File: src/rtl/two_way_pkg.sv
// rtl/two_way_pkg.sv - shared state type and default width for the Gray step decoder
package two_way_pkg;

    localparam int TW_W = 3;

    typedef enum logic [1:0] {
        EMPTY = 2'd0,
        TRACK = 2'd1,
        ERROR = 2'd2
    } two_way_state_t;

endpackage

File: src/rtl/gray2bin_g.sv
// rtl/gray2bin_g.sv - combinational Gray-to-binary decode
module gray2bin_g #(
    parameter int W = 3
) (
    input  logic [W-1:0] g,
    output logic [W-1:0] b
);

    assign b[W-1] = g[W-1];

    // Each binary bit folds in every more-significant Gray bit.
    for (genvar i = 0; i < W - 1; i++) begin : g_fold
        assign b[i] = b[i+1] ^ g[i];
    end

endmodule

File: src/rtl/two_way_decode_g.sv
// rtl/two_way_decode_g.sv - Gray up/down counter sample tracker with direction, wrap and error flags
module two_way_decode_g
    import two_way_pkg::*;
#(
    parameter int W = TW_W
) (
    input  logic         clk,
    input  logic         reset,
    input  logic [W-1:0] g,
    input  logic         en,
    input  logic         clr,
    output logic         x,
    output logic         l,
    output logic         valid,
    output logic         err,
    output logic [W-1:0] bin
);

    localparam logic [W-1:0] STEP_UP   = W'(1);
    localparam logic [W-1:0] STEP_DOWN = '1;
    localparam logic [W-1:0] ZERO      = '0;

    two_way_state_t state;
    logic [W-1:0]   g_bin;
    logic [W-1:0]   d;

    gray2bin_g #(.W(W)) u_decode (
        .g (g),
        .b (g_bin)
    );

    // Modulo-2^W distance from the last accepted value.
    assign d = g_bin - bin;

    always_ff @(posedge clk or negedge reset) begin
        if (!reset) begin
            state <= EMPTY;
            x     <= 1'b0;
            l     <= 1'b0;
            valid <= 1'b0;
            err   <= 1'b0;
            bin   <= '0;
        end else begin
            valid <= 1'b0;
            l     <= 1'b0;
            if (clr) begin
                state <= EMPTY;
                err   <= 1'b0;
                bin   <= '0;
            end else if (en) begin
                case (state)
                    EMPTY: begin
                        bin   <= g_bin;
                        state <= TRACK;
                    end
                    TRACK: begin
                        if (d == STEP_UP) begin
                            x     <= 1'b1;
                            valid <= 1'b1;
                            l     <= (bin == STEP_DOWN);
                            bin   <= g_bin;
                        end else if (d == STEP_DOWN) begin
                            x     <= 1'b0;
                            valid <= 1'b1;
                            l     <= (bin == ZERO);
                            bin   <= g_bin;
                        end else if (d != ZERO) begin
                            err   <= 1'b1;
                            state <= ERROR;
                        end
                    end
                    ERROR: begin
                        err <= 1'b1;
                    end
                    default: begin
                        state <= EMPTY;
                    end
                endcase
            end
        end
    end

endmodule

File: config.mk
export PLATFORM = sky130hd
export DESIGN_NAME = two_way_decode_g
export DESIGN_NICKNAME = d
export VERILOG_FILES = /design/src/rtl/two_way_pkg.sv /design/src/rtl/gray2bin_g.sv /design/src/rtl/two_way_decode_g.sv
export SDC_FILE = /design/constraint.sdc
export NUM_CORES = 1
export LEC_CHECK = 0
export BUFFER_PORTS_ARGS = -buffer_cell sky130_fd_sc_hd__buf_2
export CORE_UTILIZATION = 38
export DETAILED_ROUTE_END_ITERATION = 10
export GPL_TIMING_DRIVEN = 0
export HOLD_SLACK_MARGIN = 0.08
export SLEW_MARGIN = 20
export SYNTH_ARGS = -nofsm -noshare
export SYNTH_HDL_FRONTEND = slang
export SYNTH_HIERARCHICAL = 1
export SYNTH_SLANG_ARGS = --single-unit
File: constraint.sdc
create_clock -name clk -period 2.9 [get_ports clk]
set_clock_uncertainty 0.05 [all_clocks]
set_input_delay 0.29 -clock clk [delete_from_list [all_inputs] [get_ports clk]]
set_output_delay 0.29 -clock clk [all_outputs]
set_load 0.01 [all_outputs]
==> metrics, run 1 <==
status finished, final reports clean; Initial Utilization 0.426; Avg Cell Area, Syn ~10 sq um; clock-pin transition on the worst setup and hold timing paths 60 ps; Clock Sinks 9; clock latency on the worst-skew pair 270 ps; CTS max path bufs 2; f_max 0.388 GHz; CP Data Arrival Time 2680 ps; flops & latches, synth 9; Num CTS Buffers 3; Slew HR 0.652; antenna violations before repair 0; ANT cells 0; final net count 95; die area approximately 2000 sq um; Mapped Area 679 sq um; CTS tree built; DR iter-0 viols 14; largest net degree at the start of global routing 11; most frequent cells in the layout buf_2, dfrtp_1, inv_1, nand2_1; final hold violations 0; Hold Path Class input pin to flop; Tcrit/Tclk final 0.888; Post-Route WL roughly 1400 um; crit end category flop; sequential area share after synthesis 0.331; type of origin of the critical path input pin; Power Total 0.426 mW; I/O Buffers 12; routability cong. around 0.77; vias per cell 5.20; IO Pins 14; RSZ-0062 raised after global routing false; global-route wire length before repair approximately 2300 um; Leak Pwr 0.357 nW; CTS resizes 0; crit-path max FO 8; Pre-Repair DR Iteration Count 4; clock period minus worst slack 2580 ps; CORE AREA 1590 sq um; Mapped Nets 77; Die X-Extent 44.3 um; Worst-Margin Slew 521 ps; number of synthesized flops with an enable pin 0; drt wl/cell 12.4 um; VDD IR max 195 uV; Ys Warns 6; Synth async-reset ratio 1.00; Synth Flop Type dfrtp_1; dpl hpwl 1060 um; max-slew violations 0; gr usage total 0.165; final setup vio count 0; max-cap violations 0; CTS root buf clkbuf_4; Area growth, synth to finish 18.6%; Final ANT Viol Nets 0; Synth Instances 68; Synth cell types 39; commonest non-fill, non-tap cell in the layout buf_2; WP data required around 3000 ps; total negative slack 0 ps; die height approximately 44 um; share of cells above drive strength 1 0.271; GRT overflow 0; Setup CP Type input pin to flop; Rows 14; Final Cell Area 806 sq um; Remaining DRCs 0; H-tree levels 1; pwr dens roughly 530 nW/um^2; dpl cell area 769 sq um; total number of vias 567; vias in the first global route 539
worst max-delay path, stage by stage:
cell and delay (ps):
buf_2 110, xor3_1 350, inv_1 60, ha_1 190, fa_1 550, or2_1 270
a211o_1 350, a21oi_4 170, mux2_1 330
final timing paths:
path | startpoint | cells past startpoint | end | slack, ps
setup / recovery | g[1] | 9 | x$_DFFE_PN0P_ | 320
hold / removal | en | 2 | state[0]$_DFFE_PN0P_ | 200
setup reg to reg | bin[0]$_DFFE_PN0P_ | 6 | x$_DFFE_PN0P_ | 400
hold reg to reg | x$_DFFE_PN0P_ | 1 | x$_DFFE_PN0P_ | 430
max in group asynchronous | reset | 2 | bin[1]$_DFFE_PN0P_ | 2280
min in group asynchronous | reset | 2 | valid$_DFF_PN0_ | 350
sequential cells by signal, indices dropped and copies added (netlist names):
register,cells
valid,1
state,2
err,1
x,1
l,1
bin,3
logic make-up after synthesis:
group | Yosys count | share of synthesized area
muxes | 1 | 0.0166
and+or+nand+nor | 24 | 0.208
AOI/OAI and AO/OA | 18 | 0.230
adders and majority gates | 2 | 0.0479
DFF | 9 | 0.331
xor gates and xnor gates | 5 | 0.107
buffers and inverters | 9 | 0.0589
power breakdown:
group / total, mW / switching [mW] / internal (mW)
Combinational: 0.167 / 0.0932 / 0.0739
Clock: 0.0999 / 0.0467 / 0.0532
Sequential: 0.159 / 0.0181 / 0.141
Total: 0.426 / 0.158 / 0.268
synthesized netlist by cell type, drive strengths merged (2+ instances only):
library cell	instances	area, sq um
nand4	2	12.5
o22ai	2	12.5
nor3b	3	22.5
buf	2	12.5
nor2	2	7.51
o21ai	4	20.0
dfrtp	9	225
nand3b	2	15.0
xnor2	2	17.5
o311ai	2	32.5
nor3	2	10.0
nand2	6	22.5
inv	6	22.5
metal layers:
layer / wire, um / vias up / GRT usage
met5: 0 / - / 0
met4: 23 / 0 / 0.109
met3: 23 / 3 / 0.0367
met2: 650 / 11 / 0.256
met1: 659 / 271 / 0.204
li1: - / 282 / -
per-stage QoR:
step | instances | hold slack (ps) | setup slack, ps | utilization
6_report | 109 | 197 | 325 | 0.505
5_1_grt | 109 | 196 | 193 | 0.505
4_1_cts | 109 | 190 | 321 | 0.505
3_5_place_dp | 104 | 101 | 36.4 | 0.483
3_3_place_gp | 104 | 93.5 | 59.2 | 0.483
2_1_floorplan | 68 | -55.6 | 307 | -
repair_timing:
item,4_1_cts,5_1_grt
hold buffers,1,0
endpoints found under the hold margin,9,0
setup buffers,0,0
layout make-up:
type                            instances  area [sq um]
Fill cell                             152           788
Multi-Input combinational cell         50           414
Sequential cell                         9           225
Timing Repair Buffer                   13          70.1
Tap cell                               24          30.0
Clock buffer                            4          26.3
Inverter                                6          22.5
Buffer                                  3          17.5
No activity file was read; power rests on OpenSTA's default activity.
==> run 2: changes to the inputs <==
Settings changed: ABC_AREA from default to 1.
==> metrics, run 2 <==
top cell type's share of synthesized area 0.323 (-0.00891); Rows 15 (+1); CTS resizes 0 (unchanged); gr usage total 0.142 (-0.0224); CP Data Arrival Time 2040 ps (-640 ps); cell mode on critical path nand2_1; H-tree levels 1 (unchanged); Worst-Margin Slew 265 ps (-257 ps); Tcrit/Tclk final 0.670 (-0.218); final net count 128 (+35%); Setup CP Type flop to flop; Area growth, synth to finish 19.0%; Remaining DRCs 0 (unchanged); clock period minus worst slack 1940 ps (-633 ps); GRT overflow 0 (unchanged); Num CTS Buffers 3 (unchanged); DR iter-0 viols 9 (-5); CTS max path bufs 2 (unchanged); postcts setup bufs 0 (unchanged); vias in the first global route 511 (-5.2%); most frequent cells in the layout nand2_1, buf_2, inv_1, nand3_1, dfrtp_1; Synth area leaders dfrtp_1, nand2_1, nand3_1, nand3_2, inv_1; I/O Buffers 13 (+1); Die X-Extent 44.9 um (+1.3%); count leader, synth nand2_1; f_max 0.515 GHz (+33%); pwr dens 674 nW/um^2 (+28%); CP bufs+invs 1 (-1); dpl hpwl 1050 um (-0.37%); Clock Sinks 9 (unchanged); ANT cells 0 (unchanged); R2R depth 10 (+4); final hold violations 0 (unchanged); critical path's top delay family adder cells; type of origin of the critical path flop; Power Total 0.560 mW (+32%); WP data required 3000 ps (about the same); Slew HR 0.824 (+0.172); Mapped Nets 109 (+42%); CTS root buf clkbuf_4; commonest non-fill, non-tap cell in the layout nand2_1; status finished, final reports clean; routability cong. 0.794 (+3.5%); Synth async-reset ratio 1.00 (unchanged); die height 44.9 um (+1.3%); crit end category flop; share of cells above drive strength 1 0.288 (+0.0175); max-slew violations 0 (unchanged); commonest cells in the netlist nand2_1, inv_1, nand3_1; RSZ-0062 raised after global routing false; reg2reg start bin[0]$_DFFE_PN0P_; die area 2010 sq um (+2.6%); number of flip-flops in the largest register 3 (unchanged); final setup vio count 0 (unchanged); crit-path cells ha_1 -> fa_1 -> inv_1 -> nand2_1 -> nand3_2 -> nand2_2 -> a21oi_4 -> nand2_1 -> nand2_1 -> nand2_1; global-route wire length before repair 2030 um (-12%); number of synthesized flops with an enable pin 0 (unchanged); R2R setup slack 960 ps (+560 ps); antenna violations before repair 0 (unchanged); Synth Flop Type dfrtp_1; clock latency on the worst-skew pair 250 ps (-20 ps); reg2reg end state[0]$_DFFE_PN0P_; VDD IR max 465 uV (+140%); crit-path max FO 5 (-3); Synth Instances 100 (+47%); vias per cell 4.49 (-14%); total number of vias 642 (+13%); IO Pins 14 (unchanged); max-cap violations 0 (unchanged); critical path's largest stage delay 430 ps (-120 ps); Hold Path Class input pin to flop; Mapped Area 698 sq um (+2.8%); Pre-Repair DR Iteration Count 3 (-1); Final ANT Viol Nets 0 (unchanged); Post-Route WL 1240 um (-8.5%); largest registers bin: 3 flops, state: 2 flops; Worst path depth 10 (+1); Leak Pwr 0.489 nW (+37%); CTS tree built; CORE AREA 1730 sq um (+8.3%); Ys Warns 6 (unchanged); Synth cell types 22 (-44%); launch point of the worst path bin[0]$_DFFE_PN0P_; clock-pin transition on the worst setup and hold timing paths 60 ps (about the same); WHS 273 ps (+76.2 ps); most area-hungry cell type in the Yosys netlist dfrtp_1; Biggest register bin; Avg Cell Area, Syn 6.98 sq um (-30%); sequential area share after synthesis 0.323 (-0.00891); flops & latches, synth 9 (unchanged); total negative slack 0 ps (unchanged); Worst path slowest cell fa_1; Worst setup endpoint state[0]$_DFFE_PN0P_; drt wl/cell 8.69 um (-30%); Initial Utilization 0.404 (-0.0219); largest net degree at the start of global routing 10 (-1)
run 2: cell types whose count changed after synthesis, moves of 5 or more:
cell,previous run,this run
nor2_1,2,7
nand2_1,6,32
inv_1,6,12
nand3_2,0,5
nand2_2,0,5
nand3_1,1,11
run 2: tightest hold or removal path, stage by stage:
cell     delay (ps)
buf_2           130
nand3_2          90
inv_1            40
run 2: through the flow:
step	util	std cells	instance area (sq um)	setup WS, ps
2_1_floorplan	-	100	698	975
3_3_place_gp	0.460	138	795	745
3_5_place_dp	0.460	138	795	715
4_1_cts	0.481	143	831	958
5_1_grt	0.481	143	831	787
6_report	0.481	143	831	958
run 2: how the worst min path moves through the flow:
stage / start / to / slack, ps / cells after the start
2_1_floorplan: reset / bin[0]$_DFFE_PN0P_ / -60 / 0
3_3_place_gp: reset / state[0]$_DFFE_PN0P_ / 90 / 1
3_5_place_dp: reset / state[0]$_DFFE_PN0P_ / 100 / 1
4_1_cts: en / valid$_DFF_PN0_ / 270 / 3
5_1_grt: en / valid$_DFF_PN0_ / 280 / 3
6_report: en / valid$_DFF_PN0_ / 270 / 3
run 2: layout make-up:
| type | instances | area [sq um] |
|---|---|---|
| clock buffers | 4 | 26.3 |
| repair buffers | 14 | 75.1 |
| multi-input cells | 74 | 405 |
| fillers | 182 | 896 |
| flip-flops and latches | 9 | 225 |
| plain buffers | 1 | 7.51 |
| well taps | 25 | 31.3 |
| inverters | 16 | 60.1 |
run 2: cells by family after synthesis:
kind of cell               Yosys count  synth area share
xor gates and xnor gates             1            0.0125
adders and majority gates            2            0.0466
buffers and inverters               17            0.0968
AOI/OAI and AO/OA                    5            0.0573
DFF                                  9             0.323
and+or+nand+nor                     66             0.464
run 2: routing by layer:
layer,GRT usage,wire (um),part of all wire,vias to the layer above
met5,0,0,0,-
met4,0.0121,0,0,0
met3,0.0880,66,0.053,0
met2,0.226,575,0.46,14
met1,0.171,599,0.48,281
li1,-,-,-,347
run 2: power breakdown:
part	internal, mW	total (mW)	switching [mW]	leakage [nW]
logic	0.108	0.272	0.164	0.354
clock network	0.0527	0.0921	0.0393	0.0150
registers	0.157	0.196	0.0384	0.120
total	0.318	0.560	0.242	0.489
run 2: repair_timing:
item	CTS	global route
setup endpoints to repair	0	0
endpoints found under the hold margin	9	0
hold buffers	1	0
==> run 3: changes to the inputs <==
Clock period 2.9 ns to 1.7 ns, I/O delays scaled along.
==> metrics, run 3 (synthesis results as in run 2) <==
Remaining DRCs 0 (unchanged); clock latency on the worst-skew pair 260 ps (about the same); Clock Sinks 9 (unchanged); Biggest register bin; CTS root buf clkbuf_4; die area 2010 sq um (unchanged); Post-Route WL 1370 um (+10%); global-route wire length before repair 2180 um (+7.5%); fin worst setup slack -126 ps (-1080 ps); Pre-Repair DR Iteration Count 4 (+1); final hold violations 0 (unchanged); die height 44.9 um (unchanged); Power Total 1.02 mW (+83%); switching pwr 0.448 mW (+85%); sw frac 0.438 (+0.00601); failing checks setup timing; DP Worst Slack -337 ps (-1050 ps); Setup CP Type flop to flop; drt wl/cell 9.51 um (+9.5%); CORE AREA 1730 sq um (unchanged); Int Pwr 0.575 mW (+81%); IO Pins 14 (unchanged); total number of vias 640 (-0.31%); Area growth, synth to finish 26.0%; vias per cell 4.44 (-1.0%); crit-path cells ha_2 -> fa_2 -> inv_2 -> nor2_2 -> nand3_2 -> nand3_4 -> nand2_4 -> nand2_1 -> nand2_1; R2R setup slack -130 ps (-1080 ps); CTS tree built; VDD IR max 454 uV (-2.5%); Worst-Margin Slew 311 ps (+46.2 ps); final setup vio count 9 (+9); DR iter-0 viols 8 (-1); cell count after placement 138 (unchanged); clock period minus worst slack 1830 ps (-116 ps); CTS max path bufs 2 (unchanged); Final ANT Viol Nets 0 (unchanged); largest net degree at the start of global routing 10 (unchanged); Clock power frac 0.158 (-0.006); antenna violations before repair 0 (unchanged); type of origin of the critical path flop; largest registers bin: 3 flops, state: 2 flops; crit-path max FO 4 (-1); Logic pwr share 0.520 (+0.034); gr usage total 0.149 (+0.00695); pwr dens 1160 nW/um^2 (+72%); Tcrit/Tclk final 1.07 (+0.404); f_max 0.548 GHz (+6.4%); WP data required 1800 ps (-1200 ps); clock-pin transition on the worst setup and hold timing paths 60 ps (about the same); most frequent cells in the layout nand2_1, buf_2, nand3_1, inv_1, dfrtp_1; non-filler instance count after layout 144 (+0.70%); Flop pwr share 0.322 (-0.027); Die X-Extent 44.9 um (unchanged); Slew HR 0.793 (-0.0308); I/O Buffers 13 (unchanged); ANT cells 0 (unchanged); GRT overflow 0 (unchanged); CP Data Arrival Time 1920 ps (-120 ps); status finished, violations left; Rows 15 (unchanged); final net count 129 (+0.78%); critical path's largest stage delay 540 ps (+110 ps); cell mode on critical path nand2_1; Initial Utilization 0.404 (unchanged); RSZ-0062 raised after global routing true; commonest non-fill, non-tap cell in the layout nand2_1; Worst path slowest cell fa_2; share of cells above drive strength 1 0.378 (+0.0900); vias in the first global route 537 (+5.1%); routability cong. 0.804 (+1.4%); max-cap violations 0 (unchanged); number of flip-flops in the largest register 3 (unchanged); max-slew violations 0 (unchanged); crit end category flop; H-tree levels 1 (unchanged); Hold Path Class input pin to flop; Leak Pwr 0.502 nW (+2.5%); dpl hpwl 1110 um (+5.8%); Num CTS Buffers 3 (unchanged)
-- run 3: power by group through the flow --
stage	clock network [mW]	registers, mW	logic [mW]
3_5_place_dp	0	0.336	0.494
4_1_cts	0.170	0.329	0.514
2_1_floorplan	0	0.343	0.371
5_1_grt	0.184	0.336	0.596
6_report	0.162	0.329	0.532
3_3_place_gp	0	0.337	0.483
-- run 3: worst max-delay path: cells and delay by family, from the launching register on --
kind	cells	cell delay, ps
DFF	1	390
adders and majority gates	2	720
and+or+nand+nor	6	520
buffers and inverters	1	40
-- run 3: final cells by class --
type,instances,area (sq um)
Timing Repair Buffer,15,82.6
Buffer,1,7.51
Multi-Input combinational cell,74,447
Tap cell,25,31.3
Fill cell,189,847
Inverter,16,60.1
Clock buffer,4,26.3
Sequential cell,9,225
-- run 3: path summary, 6_finish.rpt --
path	to	depth (start not counted)	startpoint
setup / recovery	bin[2]$_DFFE_PN0P_	9	bin[0]$_DFFE_PN0P_
hold / removal	valid$_DFF_PN0_	3	en
setup reg to reg	bin[2]$_DFFE_PN0P_	9	bin[0]$_DFFE_PN0P_
hold reg to reg	x$_DFFE_PN0P_	2	x$_DFFE_PN0P_
max in group asynchronous	bin[0]$_DFFE_PN0P_	2	reset
min in group asynchronous	state[0]$_DFFE_PN0P_	2	reset
-- run 3: stage by stage --
stage               hold WS (ps)  area (sq um)  setup TNS [ps]  utilization
finish                       145           880            -757        0.509
global route                 138           880           -1600        0.509
floorplan                   -176           714            -618            -
global placement           -24.7           811           -2300        0.470
CTS                          135           857            -666        0.496
detailed placement         -17.1           811           -2780        0.470
-- run 3: what timing repair did --
item / 4_1_cts / 5_1_grt
pin swaps: 0 / 3
hold buffers: 1 / 0
setup endpoints to repair: 9 / 9
hold endpoints to repair: 9 / 0
setup buffers: 1 / 0
gates cloned: 0 / 0
resized for setup: 2 / 7
-- run 3: metal layers --
metal,wire length (um),track usage,up-vias,part of all wire
met5,0,0,-,0
met3,45,0.0480,0,0.033
met2,692,0.253,12,0.51
met1,632,0.184,279,0.46
li1,-,-,349,-
met4,0,0.0364,0,0
